===== src/rtl/prefetch_pkg.sv =====
// Shared types and constants for the prefetcher-to-DRAM read slice.
// The struct typedefs describe the default build; the top derives its own from its parameters.
package prefetch_pkg;

   localparam int unsigned ADDR_BITS_DEF = 16;
   localparam int unsigned LEN_W_DEF     = 8;
   localparam int unsigned TID_W_DEF     = 8;
   localparam int unsigned LOG_BDB_DEF   = 0;
   localparam int unsigned DATA_W        = 8 << LOG_BDB_DEF;

   localparam int unsigned ERR_TIMEOUT   = 0;
   localparam int unsigned ERR_UNDERFLOW = 1;

   typedef struct packed {
      logic [ADDR_BITS_DEF-1:0] addr;
      logic [LEN_W_DEF-1:0]     len;
      logic [TID_W_DEF-1:0]     id;
   } ar_payload_t;

   typedef struct packed {
      logic                 last;
      logic [DATA_W-1:0]    data;
      logic [TID_W_DEF-1:0] id;
   } r_payload_t;

   function automatic int unsigned data_width(input int unsigned log_bytes);
      return 8 << log_bytes;
   endfunction

endpackage


===== src/rtl/axi_skid_buf.sv =====
// Two-entry valid/ready register slice: registered valid and ready, one-cycle latency,
// full throughput while the consumer keeps ready high.
module axi_skid_buf #(
   parameter type T = logic [7:0]
) (
   input  logic clk,
   input  logic resetN,
   input  logic in_valid_i,
   output logic in_ready_o,
   input  T     in_data_i,
   output logic out_valid_o,
   input  logic out_ready_i,
   output T     out_data_o
);

   T     main_q, main_d;
   T     skid_q, skid_d;
   logic main_vld_q, main_vld_d;
   logic skid_vld_q, skid_vld_d;
   logic rdy_q;
   logic in_fire;

   // Input is only accepted while the skid entry is free, so a stalled main entry
   // can always park exactly one more beat.
   always_comb begin
      in_fire    = in_valid_i & rdy_q;
      main_d     = main_q;
      main_vld_d = main_vld_q;
      skid_d     = skid_q;
      skid_vld_d = skid_vld_q;
      if (!main_vld_q || out_ready_i) begin
         if (skid_vld_q) begin
            main_d     = skid_q;
            main_vld_d = 1'b1;
            skid_vld_d = 1'b0;
         end else begin
            main_vld_d = in_fire;
            if (in_fire) main_d = in_data_i;
         end
      end else if (in_fire) begin
         skid_d     = in_data_i;
         skid_vld_d = 1'b1;
      end
   end

   always_ff @(posedge clk or negedge resetN) begin
      if (!resetN) begin
         main_q     <= '0;
         skid_q     <= '0;
         main_vld_q <= 1'b0;
         skid_vld_q <= 1'b0;
         rdy_q      <= 1'b0;
      end else begin
         main_q     <= main_d;
         skid_q     <= skid_d;
         main_vld_q <= main_vld_d;
         skid_vld_q <= skid_vld_d;
         rdy_q      <= !skid_vld_d;
      end
   end

   assign in_ready_o  = rdy_q;
   assign out_valid_o = main_vld_q;
   assign out_data_o  = main_q;

endmodule


===== src/rtl/prefetch_mem_slice.sv =====
// Registered AXI read-path slice between the prefetcher and DRAM with an outstanding-burst
// cap, a response watchdog and sticky error flags.
module prefetch_mem_slice
   import prefetch_pkg::*;
#(
   parameter int unsigned ADDR_BITS            = 16,
   parameter int unsigned BURST_LEN_WIDTH      = 8,
   parameter int unsigned TID_WIDTH            = 8,
   parameter int unsigned LOG_BLOCK_DATA_BYTES = 0,
   parameter int unsigned LOG_OUTSTANDING      = 3,
   parameter int unsigned WATCHDOG_SIZE        = 10
) (
   input  logic                                         clk,
   input  logic                                         resetN,
   input  logic                                         en,
   input  logic                                         s_ar_valid,
   output logic                                         s_ar_ready,
   input  logic [ADDR_BITS-1:0]                         s_ar_addr,
   input  logic [BURST_LEN_WIDTH-1:0]                   s_ar_len,
   input  logic [TID_WIDTH-1:0]                         s_ar_id,
   output logic                                         m_ar_valid,
   input  logic                                         m_ar_ready,
   output logic [ADDR_BITS-1:0]                         m_ar_addr,
   output logic [BURST_LEN_WIDTH-1:0]                   m_ar_len,
   output logic [TID_WIDTH-1:0]                         m_ar_id,
   input  logic                                         m_r_valid,
   output logic                                         m_r_ready,
   input  logic                                         m_r_last,
   input  logic [data_width(LOG_BLOCK_DATA_BYTES)-1:0]  m_r_data,
   input  logic [TID_WIDTH-1:0]                         m_r_id,
   output logic                                         s_r_valid,
   input  logic                                         s_r_ready,
   output logic                                         s_r_last,
   output logic [data_width(LOG_BLOCK_DATA_BYTES)-1:0]  s_r_data,
   output logic [TID_WIDTH-1:0]                         s_r_id,
   input  logic [WATCHDOG_SIZE-1:0]                     watchdogCnt,
   output logic [LOG_OUTSTANDING:0]                     outstanding,
   output logic [2:0]                                   errorCode
);

   localparam int unsigned RDW = data_width(LOG_BLOCK_DATA_BYTES);
   localparam logic [LOG_OUTSTANDING:0] MAX_OUT = {1'b1, {LOG_OUTSTANDING{1'b0}}};

   typedef struct packed {
      logic [ADDR_BITS-1:0]       addr;
      logic [BURST_LEN_WIDTH-1:0] len;
      logic [TID_WIDTH-1:0]       id;
   } ar_t;

   typedef struct packed {
      logic                 last;
      logic [RDW-1:0]       data;
      logic [TID_WIDTH-1:0] id;
   } r_t;

   ar_t  ar_out;
   r_t   r_out;
   logic ar_buf_rdy, cap_ok, ar_in_fire, r_in_fire, r_last_fire;

   logic [LOG_OUTSTANDING:0] out_q, out_d;
   logic [WATCHDOG_SIZE-1:0] wd_q, wd_d;
   logic [2:0]               err_q, err_d;

   assign cap_ok      = out_q < MAX_OUT;
   assign s_ar_ready  = ar_buf_rdy & en & cap_ok;
   assign ar_in_fire  = s_ar_valid & s_ar_ready;
   assign r_in_fire   = m_r_valid & m_r_ready;
   assign r_last_fire = s_r_valid & s_r_ready & s_r_last;

   axi_skid_buf #(.T(ar_t)) u_ar_buf (
      .clk        (clk),
      .resetN     (resetN),
      .in_valid_i (s_ar_valid & en & cap_ok),
      .in_ready_o (ar_buf_rdy),
      .in_data_i  ('{addr: s_ar_addr, len: s_ar_len, id: s_ar_id}),
      .out_valid_o(m_ar_valid),
      .out_ready_i(m_ar_ready),
      .out_data_o (ar_out)
   );

   axi_skid_buf #(.T(r_t)) u_r_buf (
      .clk        (clk),
      .resetN     (resetN),
      .in_valid_i (m_r_valid),
      .in_ready_o (m_r_ready),
      .in_data_i  ('{last: m_r_last, data: m_r_data, id: m_r_id}),
      .out_valid_o(s_r_valid),
      .out_ready_i(s_r_ready),
      .out_data_o (r_out)
   );

   assign m_ar_addr = ar_out.addr;
   assign m_ar_len  = ar_out.len;
   assign m_ar_id   = ar_out.id;
   assign s_r_last  = r_out.last;
   assign s_r_data  = r_out.data;
   assign s_r_id    = r_out.id;

   always_comb begin
      out_d = out_q;
      err_d = err_q;
      wd_d  = wd_q;
      if (ar_in_fire && !r_last_fire) begin
         out_d = out_q + 1'b1;
      end else if (r_last_fire && !ar_in_fire) begin
         if (out_q == '0) err_d[ERR_UNDERFLOW] = 1'b1;
         else             out_d = out_q - 1'b1;
      end
      // Watchdog only runs while DRAM owes data and no R beat is moving.
      if (r_in_fire || out_q == '0) wd_d = '0;
      else if (wd_q != '1)           wd_d = wd_q + 1'b1;
      if (watchdogCnt != '0 && wd_d >= watchdogCnt) err_d[ERR_TIMEOUT] = 1'b1;
   end

   always_ff @(posedge clk or negedge resetN) begin
      if (!resetN) begin
         out_q <= '0;
         wd_q  <= '0;
         err_q <= '0;
      end else begin
         out_q <= out_d;
         wd_q  <= wd_d;
         err_q <= err_d;
      end
   end

   assign outstanding = out_q;
   assign errorCode   = err_q;

endmodule


===== config.mk =====
export PLATFORM = sky130hd
export DESIGN_NAME = prefetch_mem_slice
export DESIGN_NICKNAME = d
export VERILOG_FILES = /design/src/rtl/prefetch_pkg.sv /design/src/rtl/axi_skid_buf.sv /design/src/rtl/prefetch_mem_slice.sv
export SDC_FILE = /design/constraint.sdc
export NUM_CORES = 1
export LEC_CHECK = 0
export ABC_CLOCK_PERIOD_IN_PS = 3300
export BUFFER_PORTS_ARGS = -buffer_cell sky130_fd_sc_hd__buf_2
export CAP_MARGIN = 20
export CORE_MARGIN = 5
export CORE_UTILIZATION = 45
export CTS_CLUSTER_DIAMETER = 200
export CTS_CLUSTER_SIZE = 10
export DETAILED_ROUTE_END_ITERATION = 7
export PLACE_DENSITY = 0.68
export SYNTH_ARGS = -nofsm -noshare
export SYNTH_HDL_FRONTEND = slang
export SYNTH_SLANG_ARGS = --single-unit

===== constraint.sdc =====
create_clock -name clk -period 3.3 [get_ports clk]
set_input_delay 0.33 -clock clk [delete_from_list [all_inputs] [get_ports clk]]
set_output_delay 0.33 -clock clk [all_outputs]
set_load 0.02 [all_outputs]

==> flow_metrics.py, run 1 <==
metrics = {
    "floorplan": {
        "num_rows": 40,
        "core_mm2": 0.01191,
        "dieArea_mm2": 0.01432,
        "initial_core_util_pct": 45.45,
        "die_w_um": 119.7,
        "ioPinCount": 126,
        "die_y_um": 119.7,
    },
    "finish": {
        "diodes": 0,
        "nets": 675,
        "multi_input_area_mm2": 0.002253,
        "seqCellArea_mm2": 0.003004,
        "drive_gt1_share_pct": 35.48,
        "layout_commonest_cell": "buf_2",
        "layout.cells.most_common_list": "buf_2 (123), dfrtp_1 (119), mux2i_1 (51), nand2_1 (45), mux2_2 (41)",
        "fillers": 1031,
        "area_growth_pct": 26.42,
    },
    "detailed_routing": {
        "drc": 0,
        "wl_per_cell_um": 15.05,
        "drt_wl_total_mm": 11.33,
        "vias": 3841,
        "vias_per_cell": 5.101,
        "dr.pass1.iters": 4,
        "drt_iter0_drc": 202,
        "ant_nets": 0,
    },
    "synth": {
        "synth-edff-count": 0,
        "avgSynthCellArea_um2": 11.72,
        "synth-compound-area-share_pct": 7.349,
        "ys_warn_count": 0,
        "synth_top_family_by_area": "multiplexers",
        "synth.cell_area_mm2": 0.005414,
        "synth-main-ff-cell": "dfrtp_1",
        "synthArstFlopShare_pct": 100.0,
        "yosys.area_share.simple_pct": 9.498,
        "synth_nets": 544,
        "muxShareOfSynthArea_pct": 19.62,
        "syn_inst": 462,
        "ys_ff_latch": 120,
        "synth_xor_area_share_pct": 0.9706,
        "yosysSeqAreaShare_pct": 55.47,
        "synth_adder_area_share_pct": 3.836,
        "ys_types": 42,
    },
    "sta": {
        "fin_tns_setup_ns": 0,
        "hold_viol": 0,
        "tightest_slew_ns": 0.5645,
        "slew_violations": 0,
        "setup_viol_count_final": 0,
        "fin_skew_ns": 0.007345,
        "rsz0062_at_grt": "false",
        "slew-limit-headroom_pct": 62.36,
        "whs_ns": 0.1472,
        "fmax_ghz": 0.3813,
        "min_period_over_period_pct": 79.48,
        "fin_crit_ns": 2.623,
    },
    "clocking": {
        "cts_tree": "built",
        "clk_path_buf_depth": 2,
        "clk_latency_ns": 0.42,
        "cts-root-buf": "clkbuf_16",
        "numClockSinks": 120,
        "h-tree-depth": 4,
        "clkTransAtPathRegs_ns": 0.06,
        "cts_inserted_buffers": 17,
    },
    "setup_path": {
        "arrival_ns": 2.92,
        "r2r_cells": 9,
        "cp_common_cell": "ha_1",
        "crit_path_max_incr_delay_ns": 0.39,
        "regToRegSetupSlack_ns": 0.68,
        "critPathCaptureType": "flip-flop",
        "path_cells": "ha_1, nand4_4, nor3_2, nor2_1, a211oi_1, ha_1, a21oi_1, o221ai_1, a221o_1",
        "timing.rr.start": "wd_q[0]$_DFF_PN0_",
        "crit_slowest_cell": "dfrtp_1",
        "reg2reg_to": "errorCode[0]$_DFFE_PN0P_",
        "start_kind": "flip-flop",
        "cp_max_fo": 7,
        "path_class": "flip-flop to flip-flop",
        "required_ns": 3.60,
    },
    "global_route": {
        "globalRouteOverflowTotal": 0,
        "first_global_vias": 3921,
        "grt_pass1_wl_mm": 19.23,
        "antenna_found_initial": 0,
        "grt_max_degree": 79,
        "grt_usage_pct": 16.95,
    },
    "run": {
        "max_cap_violations": 0,
    },
    "min_path": {
        "hold_path.class": "primary input to flip-flop",
        "min_to": "u_ar_buf.skid_q[11]$_DFFE_PN0P_",
        "hold_depth": 2,
        "worstHoldStart": "s_ar_len[3]",
    },
    "power_and_ir_drop": {
        "power_density_mw_per_mm2": 852.3,
        "p_leak_nw": 3.210,
        "irDropWorstVdd_mv": 0.4394,
    },
    "outcome": {
        "status": "finished, final reports clean",
    },
    "placed_design": {
        "port_buffers": 124,
        "gp_congestion": 0.7668,
        "hpwlAfterDp_mm": 7.926,
    },
}
## synthesized netlist by cell type (all sizes together), types with 3 or more instances
library cell    n  area share [%]
xnor2           5            0.81
nand4           3            0.62
mux2i          51             9.4
nand3           6            0.65
nor4            4            0.46
ha             15             3.5
nand2          46             3.2
nor2           30             2.1
nand2b          4            0.46
buf            19             1.9
a21oi          30             2.8
a211oi          3            0.42
o21ai          35             3.3
nor3            6            0.74
mux2           49              10
dfrtp         120              55
inv            16             1.1
## layout make-up
type	count	share of cell area, %
clock inverters	11	2.139
flip-flops and latches	120	43.89
inverters	16	0.8775
multi-input cells	305	32.93
clock buffers	21	6.874
repair buffers	133	10.60
well taps	147	2.687
## stage by stage
| stage | util [%] | power (mW) | instances | worst slack [ns] | cell area [um^2] |
|---|---|---|---|---|---|
| 2_1_floorplan | - | 3.386 | 462 | 0.9339 | 5414 |
| 3_3_place_gp | 51.96 | 3.897 | 719 | 0.7767 | 6190 |
| 3_5_place_dp | 51.96 | 3.987 | 719 | 0.7144 | 6190 |
| 4_1_cts | 57.14 | 5.903 | 751 | 0.6961 | 6807 |
| 5_1_grt | 57.46 | 6.202 | 753 | 0.4400 | 6844 |
| 6_report | 57.46 | 5.833 | 753 | 0.6773 | 6844 |
## sequential cells by signal (all words and copies together), names as in the netlist
signal,cells
wd_q,10
u_r_buf.out_data_o,17
u_ar_buf.out_data_o,32
u_r_buf.skid_vld_q,1
u_ar_buf.skid_q,32
errorCode,2
u_r_buf.in_ready_o,1
u_ar_buf.out_valid_o,1
u_ar_buf.skid_vld_q,1
u_ar_buf.in_ready_o,1
u_r_buf.out_valid_o,1
outstanding,4
u_r_buf.skid_q,17
## logic make-up after synthesis
family                   after synthesis
buffers and inverters                 37
AO/OA/AOI/OAI                         74
XOR/XNOR                               6
flip-flops                           120
AND/OR/NAND/NOR                      108
adder cells (fa/ha/maj)               16
multiplexers                         100
other                                  1
## per-layer routing
layer / global-route usage (%) / share of wire, %
met1: 20.35 / 42
met2: 27.61 / 50
met3: 6.032 / 5.1
met4: 7.301 / 2.5
met5: 0 / 0
## repair_timing
item | 4_1_cts | 5_1_grt
resized for setup | 0 | 0
setup buffers | 0 | 0
hold buffers | 0 | 1
hold endpoints to repair | 0 | 6
## worst max-delay path: cells and delay by family (launching register included)
family / cells / cell delay, ns
compound gates: 4 / 0.91
simple gates: 3 / 0.62
fa+ha+maj: 2 / 0.58
flops: 1 / 0.39
## where the power goes
part | leakage, nW | internal [mW] | switching (mW)
combinational | 1.46 | 0.669 | 0.941
clock | 0.287 | 1.24 | 0.650
sequential | 1.46 | 2.02 | 0.312
## worst max-delay path by stage
stage	start	end	cells after the start
floorplan	wd_q[0]$_DFF_PN0_	errorCode[0]$_DFFE_PN0P_	9
global placement	wd_q[0]$_DFF_PN0_	errorCode[0]$_DFFE_PN0P_	9
detailed placement	wd_q[0]$_DFF_PN0_	errorCode[0]$_DFFE_PN0P_	9
CTS	wd_q[0]$_DFF_PN0_	errorCode[0]$_DFFE_PN0P_	9
global route	wd_q[0]$_DFF_PN0_	errorCode[0]$_DFFE_PN0P_	9
finish	wd_q[0]$_DFF_PN0_	errorCode[0]$_DFFE_PN0P_	9
No activity file was read; power rests on OpenSTA's default activity.
==> inputs of run 2 (changes only) <==
- ABC_CLOCK_PERIOD_IN_PS: 3300 -> 2180
- PLACE_DENSITY: 0.68 -> 0.7
- clock period: 3.3 -> 2.18 ns (I/O delays scaled with it)
==> run 2 against run 1 <==
The flow now finishes with violations (negative setup slack). Utilization increased by 2.4 points. Clock skew rose by 0.00057 ns. Die area is the same. Sequential cell count did not move. Clock power rose by 64%. Power grew 59%. Combinational power rose by 64%. Final cell count grew 2.1%. Setup slack got worse by 0.87 ns. Maximum frequency rose by 11%. Clock-buffer cell count fell by 1. Highest routed layer unchanged.
==> flow_metrics.py, run 2 (same netlist as run 1, synthesis figures left out) <==
metrics = {
    "sta": {
        "whs_ns": 0.03449,
        "min_period_over_period_pct": 108.7,
        "tightest_slew_ns": 0.5726,
        "hold_viol": 0,
        "fin_skew_ns": 0.007918,
        "slew-limit-headroom_pct": 61.82,
        "fmax_ghz": 0.4222,
        "setup_viol_count_final": 1,
        "rsz0062_at_grt": "true",
        "fin_crit_ns": 2.369,
        "fin_tns_setup_ns": -0.1887,
        "setup_ws_ns": -0.1887,
        "slew_violations": 0,
    },
    "clocking": {
        "clk_latency_ns": 0.42,
        "h-tree-depth": 4,
        "numClockSinks": 120,
        "clkTransAtPathRegs_ns": 0.06,
        "cts_inserted_buffers": 17,
        "cts_tree": "built",
        "clk_path_buf_depth": 2,
        "cts-root-buf": "clkbuf_16",
    },
    "outcome": {
        "status": "finished, violations left",
        "violations": "negative setup slack",
    },
    "setup_path": {
        "required_ns": 2.47,
        "critPathCaptureType": "flip-flop",
        "timing.rr.start": "wd_q[0]$_DFF_PN0_",
        "arrival_ns": 2.66,
        "regToRegSetupSlack_ns": -0.19,
        "r2r_cells": 9,
        "reg2reg_to": "errorCode[0]$_DFFE_PN0P_",
        "path_class": "flip-flop to flip-flop",
        "cp_max_fo": 3,
        "start_kind": "flip-flop",
    },
    "finish": {
        "layout.cells.most_common_list": "buf_2 (123), dfrtp_1 (118), mux2i_1 (51), nand2_1 (45), mux2_2 (41)",
        "nets": 691,
        "seqCellArea_mm2": 0.003005,
        "drive_gt1_share_pct": 39.55,
        "area_growth_pct": 31.59,
        "diodes": 0,
        "multi_input_area_mm2": 0.002349,
        "layout_commonest_cell": "buf_2",
        "utilization_pct": 59.81,
        "fillers": 962,
    },
    "power_and_ir_drop": {
        "p_leak_nw": 3.343,
        "power_density_mw_per_mm2": 1302,
        "irDropWorstVdd_mv": 0.6971,
    },
    "detailed_routing": {
        "ant_nets": 0,
        "dr.pass1.iters": 5,
        "drc": 0,
        "vias": 3977,
        "vias_per_cell": 5.172,
        "drt_iter0_drc": 193,
        "drt_wl_total_mm": 12.14,
        "wl_per_cell_um": 15.78,
    },
    "floorplan": {
        "die_w_um": 119.7,
        "num_rows": 40,
        "core_mm2": 0.01191,
        "dieArea_mm2": 0.01432,
        "initial_core_util_pct": 45.45,
        "ioPinCount": 126,
        "die_y_um": 119.7,
    },
    "global_route": {
        "grt_util_met2_pct": 30.54,
        "grt_usage_pct": 17.87,
        "use_met1_pct": 20.43,
        "grt_max_degree": 65,
        "grt_pass1_wl_mm": 20.23,
        "antenna_found_initial": 0,
        "first_global_vias": 4245,
        "met3_usage_pct": 5.184,
        "busiest_layer": "met2",
        "globalRouteOverflowTotal": 0,
    },
    "placed_design": {
        "hpwlAfterDp_mm": 8.419,
        "place_ws_ns": -0.1621,
        "port_buffers": 124,
        "gp_congestion": 0.8311,
    },
    "run": {
        "max_cap_violations": 0,
    },
    "min_path": {
        "min_to": "u_ar_buf.skid_q[22]$_DFFE_PN0P_",
        "worstHoldStart": "s_ar_addr[6]",
        "hold_path.class": "primary input to flip-flop",
        "hold_depth": 2,
    },
}
[run 2: final cells by class]
| type | instances | share of cell area, % |
|---|---|---|
| inverters | 16 | 0.8430 |
| repair buffers | 149 | 12.12 |
| flip-flops and latches | 120 | 42.18 |
| clock inverters | 12 | 2.757 |
| clock buffers | 20 | 6.551 |
| well taps | 147 | 2.582 |
| multi-input cells | 305 | 32.96 |
[run 2: worst max path at each step]
stage | start | to | slack, ns | cells past startpoint
floorplan | wd_q[0]$_DFF_PN0_ | errorCode[0]$_DFFE_PN0P_ | -0.04 | 9
global placement | wd_q[1]$_DFF_PN0_ | errorCode[0]$_DFFE_PN0P_ | -0.09 | 9
detailed placement | wd_q[1]$_DFF_PN0_ | errorCode[0]$_DFFE_PN0P_ | -0.16 | 9
CTS | wd_q[1]$_DFF_PN0_ | errorCode[0]$_DFFE_PN0P_ | -0.12 | 9
global route | wd_q[1]$_DFF_PN0_ | errorCode[0]$_DFFE_PN0P_ | -0.27 | 9
finish | wd_q[0]$_DFF_PN0_ | errorCode[0]$_DFFE_PN0P_ | -0.19 | 9
[run 2: repair_timing]
| item | CTS | global route |
|---|---|---|
| buffers inserted | 0 | 1 |
| hold buffers | 1 | 0 |
| hold endpoints to repair | 39 | 0 |
| resized for setup | 7 | 7 |
| pin swaps | 2 | 1 |
| endpoints found under the setup margin | 1 | 2 |
[run 2: critical path: stages, from the launching register on]
cell and delay (ns):
dfrtp_1 0.38, buf_4 0.15, and3_1 0.20, nand3_1 0.13, or3_4 0.36, a21oi_4 0.15
ha_1 0.27, a21oi_1 0.16, o221ai_1 0.13, a221o_1 0.32
[run 2: stage by stage]
step | instance area [um^2] | instances | power, mW
2_1_floorplan | 5450 | 462 | 5.168
3_3_place_gp | 6384 | 735 | 6.046
3_5_place_dp | 6384 | 735 | 6.186
4_1_cts | 7088 | 768 | 9.351
5_1_grt | 7124 | 769 | 9.823
6_report | 7124 | 769 | 9.274
[run 2: power by group]
group	switching (mW)	internal (mW)	total [mW]	leakage [nW]
clock network	0.990	2.11	3.10	0.318
logic	1.51	1.13	2.64	1.57
registers	0.476	3.06	3.53	1.46
[run 2: metal layers]
metal,routed length (um),up-vias
met5,0,-
met4,342,0
met3,509,31
met2,6382,85
met1,4904,1939
li1,-,1922
